<file path="config.mk">
export PLATFORM = sky130hd
export DESIGN_NAME = arith_mc
export DESIGN_NICKNAME = d
export VERILOG_FILES = /design/src/rtl/arith_mc.sv
export SDC_FILE = /design/constraint.sdc
export NUM_CORES = 1
export LEC_CHECK = 0
export CAP_MARGIN = 10
export CORE_UTILIZATION = 45
export CTS_CLUSTER_SIZE = 24
export DETAILED_ROUTE_END_ITERATION = 10
export PLACE_DENSITY_LB_ADDON = 0.05
export SYNTH_ARGS = -nofsm -noshare
export SYNTH_HDL_FRONTEND = slang
export SYNTH_SLANG_ARGS = --single-unit
</file>
<file path="constraint.sdc">
create_clock -name clk -period 18.4 [get_ports clk]
set_input_delay 3.68 -clock clk [delete_from_list [all_inputs] [get_ports clk]]
set_output_delay 3.68 -clock clk [all_outputs]
set_load 0.005 [all_outputs]
</file>
<file path="src/rtl/arith_mc.sv">
// Multi-cycle ALU: ADD/SUB results one cycle after start; MUL/MULU after WIDTH+1 cycles via shift-add.
// No backpressure: start is only taken in IDLE, and a start seen while busy is dropped without being queued.
module arith_mc #(
    parameter int WIDTH = 32
) (
    input  logic             clk,
    input  logic             reset,
    input  logic             start,
    input  logic [1:0]       op,
    input  logic [WIDTH-1:0] a,
    input  logic [WIDTH-1:0] b,
    output logic [WIDTH-1:0] s,
    output logic             z,
    output logic             v,
    output logic             n,
    output logic             busy,
    output logic             done
);
    localparam int CW = (WIDTH > 1) ? $clog2(WIDTH) : 1;

    typedef enum logic [1:0] {IDLE, ITER, FIN} state_t;

    state_t               state, state_nxt;
    logic                 mulu;
    logic                 neg;
    logic [2*WIDTH-1:0]   mcand;
    logic [WIDTH-1:0]     mplier;
    logic [2*WIDTH-1:0]   acc;
    logic [CW-1:0]        count;

    logic [WIDTH-1:0]     r;
    logic                 r_v;
    logic [WIDTH-1:0]     abs_a, abs_b;
    logic [2*WIDTH-1:0]   p;
    logic [WIDTH:0]       p_hi;
    logic                 p_v;
    logic                 last_iter;

    always_comb begin
        r         = op[0] ? (a - b) : (a + b);
        r_v       = (a[WIDTH-1] == (b[WIDTH-1] ^ op[0])) && (r[WIDTH-1] != a[WIDTH-1]);
        // The negation of the most negative value reads back as 2^(W-1) unsigned, which is exact.
        abs_a     = a[WIDTH-1] ? -a : a;
        abs_b     = b[WIDTH-1] ? -b : b;
        p         = neg ? -acc : acc;
        p_hi      = p[2*WIDTH-1:WIDTH-1];
        p_v       = mulu ? (|acc[2*WIDTH-1:WIDTH]) : ((|p_hi) && !(&p_hi));
        last_iter = (count == CW'(WIDTH - 1));
    end

    always_ff @(posedge clk) begin
        if (reset) state <= IDLE;
        else       state <= state_nxt;
    end

    always_comb begin
        state_nxt = state;
        case (state)
            IDLE:    if (start && op[1]) state_nxt = ITER;
            ITER:    if (last_iter)      state_nxt = FIN;
            FIN:     state_nxt = IDLE;
            default: state_nxt = IDLE;
        endcase
    end

    always_ff @(posedge clk) begin
        if (reset) begin
            s      <= '0;
            z      <= 1'b0;
            v      <= 1'b0;
            n      <= 1'b0;
            done   <= 1'b0;
            mulu   <= 1'b0;
            neg    <= 1'b0;
            mcand  <= '0;
            mplier <= '0;
            acc    <= '0;
            count  <= '0;
        end else begin
            done <= 1'b0;
            case (state)
                IDLE: begin
                    if (start && !op[1]) begin
                        s    <= r;
                        z    <= (r == '0);
                        n    <= r[WIDTH-1];
                        v    <= r_v;
                        done <= 1'b1;
                    end else if (start) begin
                        mulu   <= op[0];
                        neg    <= !op[0] && (a[WIDTH-1] ^ b[WIDTH-1]);
                        mcand  <= {{WIDTH{1'b0}}, (op[0] ? a : abs_a)};
                        mplier <= op[0] ? b : abs_b;
                        acc    <= '0;
                        count  <= '0;
                    end
                end
                ITER: begin
                    // Shifting both operands keeps the per-cycle add independent of count.
                    acc    <= acc + (mplier[0] ? mcand : '0);
                    mcand  <= mcand << 1;
                    mplier <= mplier >> 1;
                    count  <= count + 1'b1;
                end
                FIN: begin
                    s    <= p[WIDTH-1:0];
                    z    <= (p[WIDTH-1:0] == '0);
                    n    <= p[WIDTH-1];
                    v    <= p_v;
                    done <= 1'b1;
                end
                default: ;
            endcase
        end
    end

    assign busy = (state != IDLE);
endmodule
</file>
==> results of run 1 <==
[worst paths after layout]
path,from,to,slack (ps),cells after the start
worst min register to register,s[8]$_SDFFE_PP0P_,s[8]$_SDFFE_PP0P_,450,2
worst min-delay path,s[8]$_SDFFE_PP0P_,s[8]$_SDFFE_PP0P_,450,2
worst max-delay path,b[0],z$_SDFFE_PP0P_,9460,21
worst max register to register,mplier[0]$_SDFFE_PP0P_,acc[63]$_SDFFE_PP0P_,13320,14
[cell type report]
class / count / share of cell area [%]
well taps: 468 / 3.101
repair buffers: 125 / 6.368
inverters: 37 / 0.7355
clock inverters: 5 / 0.3645
multi-input cells: 1882 / 63.85
flip-flops and latches: 204 / 21.64
clock buffers: 38 / 3.949
[worst min-delay path: cells and delay by family, from the launching register on]
kind / cells / cell delay [ps]
DFF: 1 / 310
and+or+nand+nor: 1 / 50
AOI/OAI and AO/OA: 1 / 50
[per-stage QoR]
stage | power [mW] | hold WS [ps] | cell area [µm²] | std cells
final | 1.264 | 451.4 | 18880 | 2759
after CTS | 1.273 | 451.4 | 18880 | 2759
after global routing | 1.322 | 477.6 | 18880 | 2759
after detailed placement | 0.7764 | 443.7 | 18070 | 2716
after global placement | 0.7757 | 439.0 | 18070 | 2716
after floorplan | 0.6635 | 437.2 | 16820 | 2269
[power breakdown]
group	switching, mW	internal, mW
clock	0.201	0.292
sequential	0.0126	0.458
combinational	0.187	0.114
[routing by layer]
metal	routed length [µm]	vias to the layer above	GRT usage [%]
li1	-	8303	-
met1	27020	8002	41.41
met2	24880	544	45.50
met3	4221	109	5.509
met4	2293	0	11.72
met5	0	-	0
[cells in the mapped netlist, types with 11 or more instances]
master	n
nor2_1	292
o21ai_0	126
a211oi_1	20
nand4_1	35
nor3_1	56
xor2_1	112
nor4_1	29
inv_1	37
nand2_1	184
and2_1	76
a21oi_1	184
a22oi_1	100
nand3_1	40
ha_1	100
nor2b_1	23
clkbuf_1	127
buf_1	16
and3_1	19
o21bai_1	19
o31ai_1	31
mux2i_1	11
a21o_1	53
or4_1	17
o21a_1	13
dfxtp_1	204
o211ai_1	16
a222oi_1	29
xnor2_1	110
or3_1	25
nand2b_1	22
a31oi_1	24
[flip-flops by register name, indices dropped and copies added (netlist names), 2 cells and up]
signal,cells
mplier,32
mcand,64
count,5
acc,64
s,32
state,2
[logic make-up (layout without fill, tap and decap cells)]
family,count (synthesis),in the layout,share of synthesized area (%)
flops,204,204,24.28
fa+ha+maj,102,102,7.676
mux,13,13,0.7884
compound gates,692,692,27.12
buf+inv,183,205,4.158
simple gates,853,853,24.43
xor+xnor,222,222,11.56
==> results.ini, run 1 <==
[clocking]
cts.sinks=204
htreeDepth=1
clock_latency_ps=560
numCtsBuffers=26
cts.clk_slew.worst_paths_ps=60
cts_tree=yes
cts_buffer_depth=3
cts_setup_buffers=0
clockRootBuffer=clkbuf_16
cts_resized=0
cts_hold_buf=0

[finish]
drive_gt1_share_pct=3.623
regArea_um2=4085
final_common_cell=nor2_1
syn2layout_area_growth_pct=12.24
fin_nets=2447
layout_common_cells=nor2_1, dfxtp_1, nand2_1, a21oi_1, o21ai_0
final_util_pct=51.45
multi_input_area_um2=12060
diodes=0
num-fill-cells=3683

[timing]
fmax_mhz=111.9
hold_viol=0
tns_ps=0
fin_crit_sh_pct=48.56
slew_headroom_pct=23.28
worst_slew_pin_slew_ps=1151
slew_violations=0
finalSetupViolations=0
rsz0062_at_grt=false
finalClockSkew_ps=31.44
worst_slack_ps=9465
period_minus_slack_ps=8935

[logic_synthesis]
synth_area_leaders=dfxtp_1, ha_1, nor2_1
synth-edff-count=0
syn_area_um2=16820
avgSynthCellArea_um2=7.414
synthArstFlopShare_pct=0
ys_warn_count=0
synthCells=2269
synth_nets=2440
synth_top_area_share_pct=24.28
synthDistinctLibCells=70
ys.flop_type=dfxtp_1
synth_seq_area_share_pct=24.28
yosysTopAreaCell=dfxtp_1
synth-seq-cells=204

[detailed_routing]
ant_nets=0
drt_pass1_iterations=9
via_per_inst=6.146
dr_total_vias=16960
initialDrtViolationCount=1550
post_drt_wl_per_cell_um=21.17
routed_wl_um=58420
drc=0

[power]
peakVddDrop_mv=0.06531
power_density_nw_per_um2=66.97
cellLeakagePower_nw=7.710

[critical_path]
worstPathArrival_ps=9420
cp.required_ps=18890
critPathSlowestCell=a2111oi_0
start_kind=primary input
cp_num_buf_inv=3
crit_type=primary input to flip-flop
endpoint_kind=flip-flop
cpPeakStageDelay_ps=580
critPathTopFamily=simple AND/OR/NAND/NOR gates
crit_fanout=6
crit_chain=clkdlybuf4s50_1 > inv_1 > ha_1 > or3b_2 > or4_1 > nor2b_1 > nor2_1 > xnor2_1 > ha_1 > a21o_1 > a21oi_1 > o21ai_0 > a2111oi_0 > buf_4 > or3_1 > o2111ai_1 > a2111oi_0 > nand4_1 > or4_1 > nor4_1 > a41o_1

[global_route]
track_usage_pct=29.86
grt-ovfl-total=0
antenna_found_initial=2
grt_pass1_wl_um=90070
grt_pass1_vias=15700
grt_max_degree=81

[die]
design.die.area_um2=38160
rows=70
die_w_um=195.3
fp.dieH_um=195.3
coreArea_um2=36700
io_pins=106
start_util_pct=45.84

[placed_design]
globalplace.congestion=0.9181
pre_cts_ws_ps=8918
port_buffers=105
place_hpwl_um=44510

[status]
outcome=completed

[hold_path]
hold_path.class=flip-flop to flip-flop

[flow_run]
max-cap-violations=0

No activity file was read; power rests on OpenSTA's default activity.
==> run 2, diff against run 1 <==
clock period = 9 ns   (was 18.4 ns; I/O delays follow)
==> results.ini, run 2 (synthesis results as in run 1) <==
[timing]
fin_hold_ws_ps=457.8
finalClockSkew_ps=21.19
slew_headroom_pct=19.32
fmax_mhz=139.0
slew_violations=0
worst_slew_pin_slew_ps=1208
hold_viol=0
tns_ps=0
fin_crit_sh_pct=79.94
period_minus_slack_ps=7195
finalSetupViolations=0
rsz0062_at_grt=false

[global_route]
grt_pass1_vias=16270
grt_pass1_wl_um=91920
track_usage_pct=30.24
grt-ovfl-total=0
antenna_found_initial=0
grt_max_degree=85

[critical_path]
cp_common_cell=or3_1
critPathTopFamily=simple AND/OR/NAND/NOR gates
cp.required_ps=9480
reg2regPathDepth=13
cp_num_buf_inv=2
worstPathArrival_ps=7680
cpPeakStageDelay_ps=590
r2r-end=acc[63]$_SDFFE_PP0P_
crit_fanout=7
crit_type=primary input to flip-flop
r2r_setup_slack_ps=3910
endpoint_kind=flip-flop
r2r-start=mplier[0]$_SDFFE_PP0P_
crit_chain=clkdlybuf4s50_1 > or3_1 > or3_1 > nor3_1 > and3_1 > nor2b_1 > nor2_1 > xnor2_1 > ha_1 > a21oi_1 > nand2_1 > a2111oi_0 > buf_4 > or3_1 > o2111ai_1 > a2111oi_0 > nand4_1 > or4_1 > nor4_1 > a41o_1
critPathSlowestCell=nor3_1
crit_start=b[0]
start_kind=primary input

[clocking]
numCtsBuffers=26
clock_latency_ps=550
cts_hold_buf=0
cts_resized=0
clockRootBuffer=clkbuf_16
htreeDepth=1
cts_tree=yes
cts_buffer_depth=3
cts.clk_slew.worst_paths_ps=60
cts_setup_buffers=0
cts.sinks=204

[finish]
syn2layout_area_growth_pct=12.27
layout_common_cells=nor2_1, dfxtp_1, nand2_1, a21oi_1, o21ai_0
final_common_cell=nor2_1
biggestRegsByFlops=acc: 64 flops, mcand: 64 flops
fin_nets=2445
final_cell_area_um2=18890
diodes=0
drive_gt1_share_pct=3.755

[power]
seqPwrFrac_pct=37.1
p_int_mw=1.780
p_switching_uw=823.9
clkPwrFrac_pct=39.4
cellLeakagePower_nw=7.712
combPwrFrac_pct=23.5
peakVddDrop_mv=0.1757
power_density_nw_per_um2=137.9
swShare_pct=31.64

[hold_path]
holdPathStages=2
hold_end=s[18]$_SDFFE_PP0P_
min_from=s[18]$_SDFFE_PP0P_
hold_path.class=flip-flop to flip-flop

[detailed_routing]
drt_pass1_iterations=8
routed_wl_um=58860
via_per_inst=6.245
initialDrtViolationCount=1703
ant_nets=0
post_drt_wl_per_cell_um=21.34
dr_total_vias=17220
drc=0

[flow_run]
max-cap-violations=0

[die]
io_pins=106
rows=70
design.die.area_um2=38160
coreArea_um2=36700
start_util_pct=45.84
die_w_um=195.3
fp.dieH_um=195.3

[status]
outcome=completed

[placed_design]
dpl-instance-area_um2=18050
port_buffers=105
globalplace.congestion=0.9517
place_hpwl_um=44830

-- run 2: worst max-delay path by stage --
stage | end | slack, ps | depth (start not counted)
6_report | z$_SDFFE_PP0P_ | 1810 | 20
5_1_grt | z$_SDFFE_PP0P_ | 1410 | 20
3_3_place_gp | z$_SDFFE_PP0P_ | 1460 | 20
3_5_place_dp | z$_SDFFE_PP0P_ | 1420 | 20
4_1_cts | z$_SDFFE_PP0P_ | 1940 | 20
2_1_floorplan | z$_SDFFE_PP0P_ | 2470 | 19
-- run 2: power by group through the flow --
stage / logic [mW] / registers [mW] / clock network (mW)
2_1_floorplan: 0.384 / 0.972 / 0
3_3_place_gp: 0.599 / 0.984 / 0
3_5_place_dp: 0.602 / 0.985 / 0
4_1_cts: 0.604 / 0.965 / 1.05
5_1_grt: 0.662 / 0.969 / 1.08
6_report: 0.612 / 0.965 / 1.03
-- run 2: tightest hold or removal path, delay by kind of cell (launching register included) --
family | cells | cell delay, ps
AND/OR/NAND/NOR | 1 | 50
flip-flops | 1 | 310
AO/OA/AOI/OAI | 1 | 50
-- run 2: layout make-up --
cell class	instances	area, µm²
flip-flops and latches	204	4085
clock inverters	9	78.83
repair buffers	123	1187
clock buffers	35	755.7
fillers	3631	17810
inverters	37	138.9
well taps	468	585.6
multi-input cells	1882	12060
-- run 2: per-layer routing --
layer	track usage [%]	routed length, µm	up-vias
met2	49.17	26710	540
met3	3.558	3603	75
met4	8.224	1454	0
met5	0	0	-
met1	42.06	27090	8308
li1	-	-	8301
-- run 2: stage by stage --
step / cells / power, mW / utilization (%) / worst slack, ps
global route: 2758 / 2.713 / 51.47 / 1407
finish: 2758 / 2.604 / 51.47 / 1805
CTS: 2758 / 2.620 / 51.47 / 1936
detailed placement: 2714 / 1.586 / 49.19 / 1418
global placement: 2714 / 1.583 / 49.19 / 1458
floorplan: 2269 / 1.356 / - / 2468
